$ cat src/rtl/execute_stage.sv
`default_nettype none
// ============================================================================
// Module   : execute_stage
// Purpose  : ALU execute stage feeding memory access; optional 32-cycle
//            iterative multiplier built only when EXEC_MUL_EN is defined.
// Revision : 1.0 - initial release
// ============================================================================
module execute_stage (
  input  logic        clk,
  input  logic        rst_n,
  input  logic        i_validIn,
  input  logic [2:0]  i_aluOp,
  input  logic [31:0] i_operandA,
  input  logic [31:0] i_operandB,
  input  logic [31:0] i_writeDataIn,
  input  logic [4:0]  i_rdIn,
  input  logic [1:0]  i_writeBackControlIn,
  input  logic [1:0]  i_memAccessControlIn,
  output logic        o_stall,
  output logic [31:0] o_resultOut,
  output logic [31:0] o_writeDataOut,
  output logic [4:0]  o_rdOut,
  output logic [1:0]  o_writeBackControlOut,
  output logic [1:0]  o_memAccessControlOut
);

  localparam logic [2:0] c_OP_ADD   = 3'd0;
  localparam logic [2:0] c_OP_SUB   = 3'd1;
  localparam logic [2:0] c_OP_AND   = 3'd2;
  localparam logic [2:0] c_OP_OR    = 3'd3;
  localparam logic [2:0] c_OP_XOR   = 3'd4;
  localparam logic [2:0] c_OP_SLT   = 3'd5;
  localparam logic [2:0] c_OP_MUL   = 3'd6;
  localparam logic [2:0] c_OP_PASSB = 3'd7;

  logic [31:0] w_alu;

  // MUL falls into the default arm: its single-cycle value is 0
  always_comb begin
    w_alu = 32'd0;
    case (i_aluOp)
      c_OP_ADD:   w_alu = i_operandA + i_operandB;
      c_OP_SUB:   w_alu = i_operandA - i_operandB;
      c_OP_AND:   w_alu = i_operandA & i_operandB;
      c_OP_OR:    w_alu = i_operandA | i_operandB;
      c_OP_XOR:   w_alu = i_operandA ^ i_operandB;
      c_OP_SLT:   w_alu = {31'd0, ($signed(i_operandA) < $signed(i_operandB))};
      c_OP_PASSB: w_alu = i_operandB;
      default:    w_alu = 32'd0;
    endcase
  end

  logic        w_load;
  logic [31:0] w_res;
  logic [31:0] w_wd;
  logic [4:0]  w_rd;
  logic [1:0]  w_wb;
  logic [1:0]  w_mem;

`ifdef EXEC_MUL_EN
  typedef enum logic [0:0] {S_IDLE = 1'b0, S_MUL = 1'b1} state_t;

  state_t      r_state;
  state_t      w_next_state;
  logic [4:0]  r_count;
  logic [31:0] r_mcand;
  logic [31:0] r_mplier;
  logic [31:0] r_acc;
  logic [31:0] r_wd;
  logic [4:0]  r_rd;
  logic [1:0]  r_wb;
  logic [1:0]  r_mem;
  logic        w_accept;
  logic        w_stall;
  logic [31:0] w_acc_next;

  assign w_acc_next = r_acc + (r_mplier[0] ? r_mcand : 32'd0);

  always_comb begin
    w_next_state = r_state;
    w_stall      = 1'b0;
    w_accept     = 1'b0;
    w_load       = 1'b0;
    w_res        = w_alu;
    w_wd         = i_writeDataIn;
    w_rd         = i_rdIn;
    w_wb         = i_writeBackControlIn;
    w_mem        = i_memAccessControlIn;
    case (r_state)
      S_IDLE: begin
        if (i_validIn) begin
          if (i_aluOp == c_OP_MUL) begin
            w_stall      = 1'b1;
            w_accept     = 1'b1;
            w_next_state = S_MUL;
          end else begin
            w_load = 1'b1;
          end
        end
      end
      S_MUL: begin
        w_res = w_acc_next;
        w_wd  = r_wd;
        w_rd  = r_rd;
        w_wb  = r_wb;
        w_mem = r_mem;
        if (r_count != 5'd31) begin
          w_stall = 1'b1;
        end else begin
          w_load       = 1'b1;
          w_next_state = S_IDLE;
        end
      end
      default: w_next_state = S_IDLE;
    endcase
  end

  always_ff @(posedge clk or negedge rst_n) begin
    if (!rst_n) r_state <= S_IDLE;
    else        r_state <= w_next_state;
  end

  // Only the low 32 product bits are kept, so the multiplicand may shift out
  always_ff @(posedge clk or negedge rst_n) begin
    if (!rst_n) begin
      r_count  <= 5'd0;
      r_mcand  <= 32'd0;
      r_mplier <= 32'd0;
      r_acc    <= 32'd0;
      r_wd     <= 32'd0;
      r_rd     <= 5'd0;
      r_wb     <= 2'd0;
      r_mem    <= 2'd0;
    end else if (w_accept) begin
      r_count  <= 5'd0;
      r_mcand  <= i_operandA;
      r_mplier <= i_operandB;
      r_acc    <= 32'd0;
      r_wd     <= i_writeDataIn;
      r_rd     <= i_rdIn;
      r_wb     <= i_writeBackControlIn;
      r_mem    <= i_memAccessControlIn;
    end else if (r_state == S_MUL) begin
      r_count  <= r_count + 5'd1;
      r_mcand  <= {r_mcand[30:0], 1'b0};
      r_mplier <= {1'b0, r_mplier[31:1]};
      r_acc    <= w_acc_next;
    end
  end

  assign o_stall = w_stall;
`else
  assign w_load  = i_validIn;
  assign w_res   = w_alu;
  assign w_wd    = i_writeDataIn;
  assign w_rd    = i_rdIn;
  assign w_wb    = i_writeBackControlIn;
  assign w_mem   = i_memAccessControlIn;
  assign o_stall = 1'b0;
`endif

  // Anything not loaded this edge becomes a bubble (all zero)
  always_ff @(posedge clk or negedge rst_n) begin
    if (!rst_n) begin
      o_resultOut           <= 32'd0;
      o_writeDataOut        <= 32'd0;
      o_rdOut               <= 5'd0;
      o_writeBackControlOut <= 2'd0;
      o_memAccessControlOut <= 2'd0;
    end else if (w_load) begin
      o_resultOut           <= w_res;
      o_writeDataOut        <= w_wd;
      o_rdOut               <= w_rd;
      o_writeBackControlOut <= w_wb;
      o_memAccessControlOut <= w_mem;
    end else begin
      o_resultOut           <= 32'd0;
      o_writeDataOut        <= 32'd0;
      o_rdOut               <= 5'd0;
      o_writeBackControlOut <= 2'd0;
      o_memAccessControlOut <= 2'd0;
    end
  end

endmodule
`default_nettype wire

$ cat config.mk
export PLATFORM = sky130hd
export DESIGN_NAME = execute_stage
export DESIGN_NICKNAME = d
export VERILOG_FILES = /design/src/rtl/execute_stage.sv
export SDC_FILE = /design/constraint.sdc
export NUM_CORES = 1
export LEC_CHECK = 0
export ABC_AREA = 0
export CORE_MARGIN = 10
export CORE_UTILIZATION = 44
export DETAILED_ROUTE_END_ITERATION = 10
export PLACE_DENSITY = 0.72
export SETUP_SLACK_MARGIN = 0.1
export SKIP_CTS_REPAIR_TIMING = 1
export SYNTH_ARGS = -nofsm -noshare
export SYNTH_HDL_FRONTEND = slang
export SYNTH_SLANG_ARGS = --single-unit
export TNS_END_PERCENT = 10
$ cat constraint.sdc
create_clock -name clk -period 1.1 [get_ports clk]
set_input_delay 0.165 -clock clk [delete_from_list [all_inputs] [get_ports clk]]
set_output_delay 0.165 -clock clk [all_outputs]
set_load 0.02 [all_outputs]
==> results of run 1 <==
[power by group through the flow]
| stage | registers (uW) | clock network (uW) | logic [uW] |
|---|---|---|---|
| 2_1_floorplan | 3190 | 0 | 2250 |
| 3_3_place_gp | 2970 | 0 | 5270 |
| 5_1_grt | 2970 | 3730 | 6480 |
| 3_5_place_dp | 2980 | 0 | 5360 |
| 4_1_cts | 2920 | 3630 | 5400 |
| 6_report | 2960 | 3610 | 6080 |
[kinds of logic after synthesis]
family / after synthesis / synth area share
xor gates and xnor gates: 18 / 0.0198
AOI/OAI and AO/OA: 316 / 0.269
DFF: 73 / 0.230
other: 1 / 0.000471
adders and majority gates: 115 / 0.183
buffers and inverters: 158 / 0.0767
muxes: 32 / 0.0404
and+or+nand+nor: 293 / 0.181
[synthesized netlist by cell type, drive strengths merged, types with 11 or more instances]
cell type  instances
nor2b             11
o21ai             52
inv               93
a31oi             19
a21o              16
nand3             22
nor4              13
xnor2             14
a21oi             84
o22ai             11
clkbuf            52
and2              45
nor3              25
nand4             11
dfrtp             73
mux2i             31
o21bai            11
nor2              81
a22oi             17
buf               13
ha               113
nand2             63
a22o              14
[worst max-delay path, delay by kind of cell]
| family | cells | cell delay [ns] |
|---|---|---|
| adders and majority gates | 2 | 0.52 |
| buffers and inverters | 3 | 0.22 |
| AOI/OAI and AO/OA | 5 | 1.37 |
| and+or+nand+nor | 3 | 0.84 |
| xor gates and xnor gates | 1 | 0.15 |
[flip-flops by register name (all words and copies together), names as in the netlist]
signal	cells
o_resultOut	32
o_writeBackControlOut	2
o_writeDataOut	32
o_memAccessControlOut	2
o_rdOut	5
[placed cells by master (no fill, tap or decap), types with 13 or more instances in the layout]
cell             instances
buf_4                  333
ha_1                    94
clkdlybuf4s50_1         93
buf_6                   80
inv_1                   78
dfrtp_1                 73
nor2_1                  70
a21oi_1                 66
nand2_1                 60
and2_1                  45
o21ai_0                 36
mux2i_1                 31
nor3_1                  23
nand3_1                 19
a21o_1                  16
a31oi_1                 16
a22oi_1                 16
a21oi_2                 15
inv_2                   14
a22o_1                  14
ha_4                    14
dlymetal6s2s_1          14
xnor2_1                 13
[final timing paths]
check	slack, ns	depth (start not counted)	from	endpoint
min in group clk	0.39	2	i_writeDataIn[3]	o_writeDataOut[3]
min	0.23	2	rst_n	o_writeDataOut[16]
max	-1.88	14	i_operandA[0]	o_resultOut[24]
max in group asynchronous	0.43	3	rst_n	o_resultOut[10]
[metal layers]
| metal | wire length, um | up-vias | GRT usage |
|---|---|---|---|
| li1 | - | 4551 | - |
| met1 | 14300 | 4682 | 0.329 |
| met2 | 16000 | 554 | 0.439 |
| met3 | 2790 | 116 | 0.0510 |
| met4 | 1310 | 0 | 0.0877 |
| met5 | 0 | - | 0 |
[layout make-up]
cell class / instances / area, um2
clock buffer: 10 / 229
clock inverter: 6 / 115
fill: 1269 / 4140
inverter: 93 / 362
multi-input combinational: 775 / 6270
sequential: 73 / 1830
tap: 229 / 287
timing repair buffer: 531 / 4670
[per-stage QoR]
| step | util | area (um2) | worst slack [ns] |
|---|---|---|---|
| final | 0.769 | 13800 | -1.88 |
| after global placement | 0.697 | 12500 | -2.55 |
| after floorplan | - | 7990 | -1.64 |
| after CTS | 0.716 | 12800 | -2.34 |
| after detailed placement | 0.697 | 12500 | -2.66 |
| after global routing | 0.769 | 13800 | -2.00 |
==> reports/metrics.cfg, run 1 <==
[place]
io_buffers = 183
place_hpwl_um = 26100
dp_cells = 1694
place.gp.congestion = 1.00

[sta]
fin_ws_ns = -1.88
hold_ws_ns = 0.231
hold_violations = 0
setup_viol = 32
slew_viol_final = 0
fmax_mhz = 336
fin_crit_ns = 2.98
worstMarginPinSlew_ns = 0.509
rsz0062_at_grt = yes
fin_crit_sh = 2.71
max_slew_margin = 0.658
tns_ns = -44.82

[clock_network]
cts_buffers = 9
tritoncts = yes
clockBufferDepth = 2
cts-root-buf = clkbuf_16
cts.sinks = 73
cts_max_level = 3
clk_pin_slew_ns = 0.07

[detailed_routing]
drc_errors = 0
drt_wl_total_um = 34400
vias = 9903
drt_iter0_markers = 1053
vias_per_cell = 5.77
wl_per_cell_um = 20.0
postRouteAntennaNets = 0
dr.pass1.iters = 6

[floorplanning]
die_area_um2 = 23900
rows = 49
pin_count = 185
die_x_um = 154
initial_utilization = 0.445
die_h_um = 154
core_area_um2 = 17900

[yosys]
synth_edf_count = 0
synthCells = 1006
yosys.cell_types.count = 71
syn_avg_cell_area_um2 = 7.91
ys_ff_latch = 73
ys_seq_area_frac = 0.230
synth.largest_area_cell = dfrtp_1
netlist_area_um2 = 7960
yosys.area.top_type_share = 0.230
ys.flop_type = dfrtp_1
async_flop_share = 1.00
yosys_warnings = 0
syn_nets = 1232
yosys-top-cells-area = dfrtp_1 23%, ha_1 18%, a21oi_1 5.2%, inv_1 4.3%, mux2i_1 3.9%

[critical_path]
cp_cell_sequence = buf_6 > buf_6 > inv_12 > ha_4 > fa_2 > o21ba_4 > or4_4 > and4b_1 > o41a_1 > o311a_1 > a21oi_2 > xnor2_1 > nand2_1 > a31oi_1
cp-start-kind = input port
slowest_delay_ns = 0.54
critical_path_class = in2reg
crit_fanout = 3
cp_slowest_cell = or4_4
path_common_cell = buf_6
crit_arrival_ns = 3.26
critical_path_required_ns = 1.38
critPathCaptureType = flop

[power_and_ir_drop]
p_seq_frac = 0.234
peakVddDrop_v = 0.000849
p_int_uw = 8110
p_sw_uw = 4540
p_per_area_nw_per_um2 = 920
swShare = 0.359
power_frac_comb = 0.481
p_leak_uw = 0.00670
finalPower_uw = 12700
power_frac_clock = 0.285

[global_route]
antenna_found_initial = 0
grt_max_degree = 44
grt_pass1_vias = 9621
overflow = 0
track_usage = 0.262
grt_pass1_wl_um = 51100

[outcome]
violations = setup timing
status = finished with violations

[final_layout]
nets = 1709
diodes = 0
fin_cells = 1717
drive_gt1_frac = 0.383
area_growth_pct = 72.9

[hold_path]
min_path_type = in2async

[run]
cap_violations = 0

No activity file was read; power rests on OpenSTA's default activity.
==> run 2: changes to the inputs <==
--- a/config.mk
+++ b/config.mk
@@ -6,6 +6,7 @@
 export NUM_CORES = 1
 export LEC_CHECK = 0
 export ABC_AREA = 0
+export CORE_ASPECT_RATIO = 0.7
 export CORE_MARGIN = 10
 export CORE_UTILIZATION = 44
 export DETAILED_ROUTE_END_ITERATION = 10
@@ -15,4 +16,4 @@
 export SYNTH_ARGS = -nofsm -noshare
 export SYNTH_HDL_FRONTEND = slang
 export SYNTH_SLANG_ARGS = --single-unit
-export TNS_END_PERCENT = 10
+export TNS_END_PERCENT = 5
==> reports/metrics.cfg, run 2 (synthesis gave the netlist of run 1 again) <==
[clock_network]
tritoncts = yes
cts-root-buf = clkbuf_16
clk_pin_slew_ns = 0.07
cts_max_level = 3
clockBufferDepth = 2
cts_buffers = 9
cts.sinks = 73

[power_and_ir_drop]
power_frac_clock = 0.272
power_frac_comb = 0.490
p_sw_uw = 4540
p_per_area_nw_per_um2 = 914
peakVddDrop_v = 0.000710
p_seq_frac = 0.239
p_leak_uw = 0.00662
finalPower_uw = 12400
swShare = 0.366
p_int_uw = 7860

[final_layout]
fin_cells = 1728
nets = 1713
final_common_cell = buf_4
final.fill_count = 1326
final_cell_mix = 343 x buf_4, 103 x ha_1, 99 x clkdlybuf4s50_1
reg_top3 = o_resultOut x32, o_writeDataOut x32, o_rdOut x5
diodes = 0
area_growth_pct = 70.4
final_util = 0.757
drive_gt1_frac = 0.366

[detailed_routing]
wl_per_cell_um = 19.9
vias = 9841
vias_per_cell = 5.70
drt_iter0_markers = 1207
drt_wl_total_um = 34500
dr.pass1.iters = 7
drc_errors = 0
postRouteAntennaNets = 0

[floorplanning]
pin_count = 185
core_area_um2 = 17900
die_h_um = 133
rows = 41
die_x_um = 181
initial_utilization = 0.444
die_area_um2 = 24000

[global_route]
use_met1 = 0.361
grt_max_degree = 74
overflow = 0
grt_pass1_wl_um = 52400
track_usage = 0.266
use_met2 = 0.417
met3_usage = 0.0654
grt_pass1_vias = 9576
busiest_layer = met2
antenna_found_initial = 0

[sta]
slew_viol_final = 0
hold_violations = 0
setup_viol = 32
fin_ws_ns = -1.80
hold_ws_ns = 0.358
fin_crit_sh = 2.63
fin_crit_ns = 2.90
tns_ns = -45.84
rsz0062_at_grt = yes
fmax_mhz = 345

[run]
cap_violations = 0

[outcome]
status = finished with violations
violations = setup timing

[place]
dp_cells = 1705
place_hpwl_um = 26400
place.gp.congestion = 0.998
io_buffers = 183

[critical_path]
crit_arrival_ns = 3.18
critPathCaptureType = flop
critical_path_class = in2reg
critical_path_required_ns = 1.38
cp-start-kind = input port
crit_fanout = 4

[hold_path]
min_path_type = in2async

## run 2: cell types whose count changed in the layout (fill, tap and decap cells not counted), moves of 4 or more
cell and delta:
buf_4 +10, nor2_4 -5, ha_1 +9, inv_2 -10, ha_4 -6, clkdlybuf4s50_1 +6
buf_6 -5, inv_1 +10, nor2_2 +4, a21oi_2 -4, dlymetal6s2s_1 -8, a21oi_1 +5
## run 2: path summary, 6_finish.rpt
kind	start	endpoint	slack, ns	cells after the start
min in group clk	i_writeDataIn[26]	o_writeDataOut[26]	0.38	2
max in group asynchronous	rst_n	o_resultOut[14]	0.36	3
min	rst_n	o_resultOut[13]	0.36	3
max	i_operandA[0]	o_resultOut[20]	-1.80	13
## run 2: power by group through the flow
| stage | combinational (uW) | clock (uW) | sequential (uW) |
|---|---|---|---|
| finish | 6070 | 3370 | 2960 |
| global route | 6480 | 3470 | 2980 |
| CTS | 5480 | 3410 | 2920 |
| detailed placement | 5430 | 0 | 2970 |
| global placement | 5360 | 0 | 2960 |
| floorplan | 2250 | 0 | 3190 |
## run 2: through the flow
| step | setup WS [ns] | cell area [um2] |
|---|---|---|
| 3_3_place_gp | -2.51 | 12500 |
| 5_1_grt | -1.93 | 13600 |
| 6_report | -1.80 | 13600 |
| 2_1_floorplan | -1.69 | 7970 |
| 3_5_place_dp | -2.61 | 12500 |
| 4_1_cts | -2.27 | 12800 |
## run 2: critical path, stage by stage
cell,delay (ns)
buf_8,0.08
inv_6,0.03
ha_4,0.16
fa_2,0.40
o21ba_4,0.23
or4_4,0.52
and4b_1,0.20
o41a_1,0.47
o311a_1,0.37
nor2b_4,0.16
o2111ai_2,0.19
nand2_1,0.08
o21ai_1,0.11
## run 2: area by class of cell
| type | count | area [um2] | share of cell area |
|---|---|---|---|
| multi-input combinational | 775 | 6080 | 0.448 |
| timing repair buffer | 535 | 4680 | 0.345 |
| sequential | 73 | 1830 | 0.135 |
| inverter | 93 | 354 | 0.0261 |
| clock inverter | 7 | 101 | 0.00747 |
| clock buffer | 9 | 225 | 0.0166 |
| tap | 236 | 295 | 0.0218 |
## run 2: metal layers
layer  up-vias  part of all wire
met5         -                 0
met2       563              0.45
li1       4548                 -
met1      4671              0.43
met4         0             0.015
met3        59              0.10
==> run 3: changes to the inputs <==
==> constraint.sdc (replaced) <==
create_clock -name clk -period 3 [get_ports clk]
set_input_delay 0.45 -clock clk [delete_from_list [all_inputs] [get_ports clk]]
set_output_delay 0.45 -clock clk [all_outputs]
set_load 0.02 [all_outputs]
==> reports/metrics.cfg, run 3 (synthesis gave the netlist of run 1 again) <==
[power_and_ir_drop]
p_leak_uw = 0.00599
peakVddDrop_v = 0.000262
p_per_area_nw_per_um2 = 333

[place]
io_buffers = 183
place_ws_ns = -0.960
place.gp.congestion = 0.989
dp_cells = 1612
place_hpwl_um = 24900

[final_layout]
final_common_cell = buf_4
final_cell_mix = 253 x buf_4, 163 x clkdlybuf4s50_1, 99 x ha_1
fin_cells = 1632
final.fill_count = 1410
multi_input_area_um2 = 6080
area_growth_pct = 58.8
seq_area_um2 = 1830
diodes = 0
nets = 1617
reg_top3 = o_resultOut x32, o_writeDataOut x32, o_rdOut x5
drive_gt1_frac = 0.277

[clock_network]
cts_max_level = 3
cts_buffers = 9
cts.sinks = 73
clk_pin_slew_ns = 0.07
tritoncts = yes
cts-root-buf = clkbuf_16
clockBufferDepth = 2

[critical_path]
critical_path_required_ns = 3.26
cp-start-kind = input port
cp_cell_sequence = clkdlybuf4s50_1 > inv_1 > ha_1 > buf_4 > nand2b_1 > o31a_1 > o41ai_4 > nor3b_2 > buf_4 > a21oi_4 > buf_6 > a311oi_4 > o31ai_2 > nand4_1 > a31oi_1
crit_fanout = 5
path_common_cell = buf_4
critical_path_class = in2reg
crit_arrival_ns = 3.37
path_delay_family = buffers and inverters
cp_num_buf_inv = 5
critPathCaptureType = flop
cp_slowest_cell = clkdlybuf4s50_1
slowest_delay_ns = 0.54

[global_route]
grt_pass1_vias = 9011
grt_max_degree = 44
overflow = 0
antenna_found_initial = 0
track_usage = 0.256
grt_pass1_wl_um = 50200

[detailed_routing]
postRouteAntennaNets = 0
vias_per_cell = 5.70
drt_wl_total_um = 32600
dr.pass1.iters = 6
vias = 9306
drc_errors = 0
wl_per_cell_um = 19.9
drt_iter0_markers = 1151

[sta]
fin_crit_sh = 1.04
tns_ns = -0.831
hold_violations = 0
slew_viol_final = 0
fin_ws_ns = -0.110
hold_ws_ns = 0.0178
fin_crit_ns = 3.11
worstMarginPinSlew_ns = 0.662
fmax_mhz = 322
setup_viol = 14
max_slew_margin = 0.558
rsz0062_at_grt = yes

[floorplanning]
core_area_um2 = 17900
die_area_um2 = 24000
pin_count = 185
rows = 41
die_h_um = 133
initial_utilization = 0.444
die_x_um = 181

[hold_path]
min_path_type = in2async

[outcome]
status = finished with violations
violations = setup timing

[run]
cap_violations = 0

==> run 3: cell count changes in the layout (fill, tap and decap cells not counted), sizes merged <==
cell / change
clkbuf: +1
dlygate4sd3: -1
bufinv: -2
clkinvlp: +1
dlymetal6s2s: +9
clkinv: +1
buf: -169
clkdlybuf4s50: +64
==> run 3: path summary, 6_finish.rpt <==
kind | start | endpoint | slack, ns | cells after the start
min in group clk | i_writeDataIn[26] | o_writeDataOut[26] | 0.66 | 2
max | i_operandA[20] | o_resultOut[25] | -0.11 | 15
min | rst_n | o_resultOut[18] | 0.02 | 1
max in group asynchronous | rst_n | o_writeDataOut[5] | 2.28 | 2
==> run 3: final cells by class <==
class / instances / area share
Clock buffer: 9 / 0.0178
Multi-Input combinational cell: 775 / 0.482
Timing Repair Buffer: 439 / 0.301
Inverter: 93 / 0.0276
Sequential cell: 73 / 0.145
Tap cell: 236 / 0.0234
Clock inverter: 7 / 0.00426
==> run 3: per-layer routing <==
layer	up-vias	wire length (um)	GRT usage
met5	-	0	0
met4	0	514	0.0550
met3	49	3580	0.0686
met2	529	14200	0.385
met1	4368	14300	0.355
li1	4360	-	-
==> run 3: where the power goes <==
part / total [uW] / leakage (uW) / switching [uW] / internal (uW)
registers: 1070 / 0.000952 / 22.4 / 1050
clock network: 1080 / 0.000128 / 511 / 567
logic: 2050 / 0.00491 / 1080 / 979
total: 4200 / 0.00599 / 1610 / 2590
==> run 3: stage by stage <==
stage	utilization	cell area [um2]	power, uW
5_1_grt	0.706	12600	4410
2_1_floorplan	-	7970	1990
3_5_place_dp	0.655	11700	2950
6_report	0.706	12600	4200
4_1_cts	0.671	12000	4030
3_3_place_gp	0.655	11700	2930
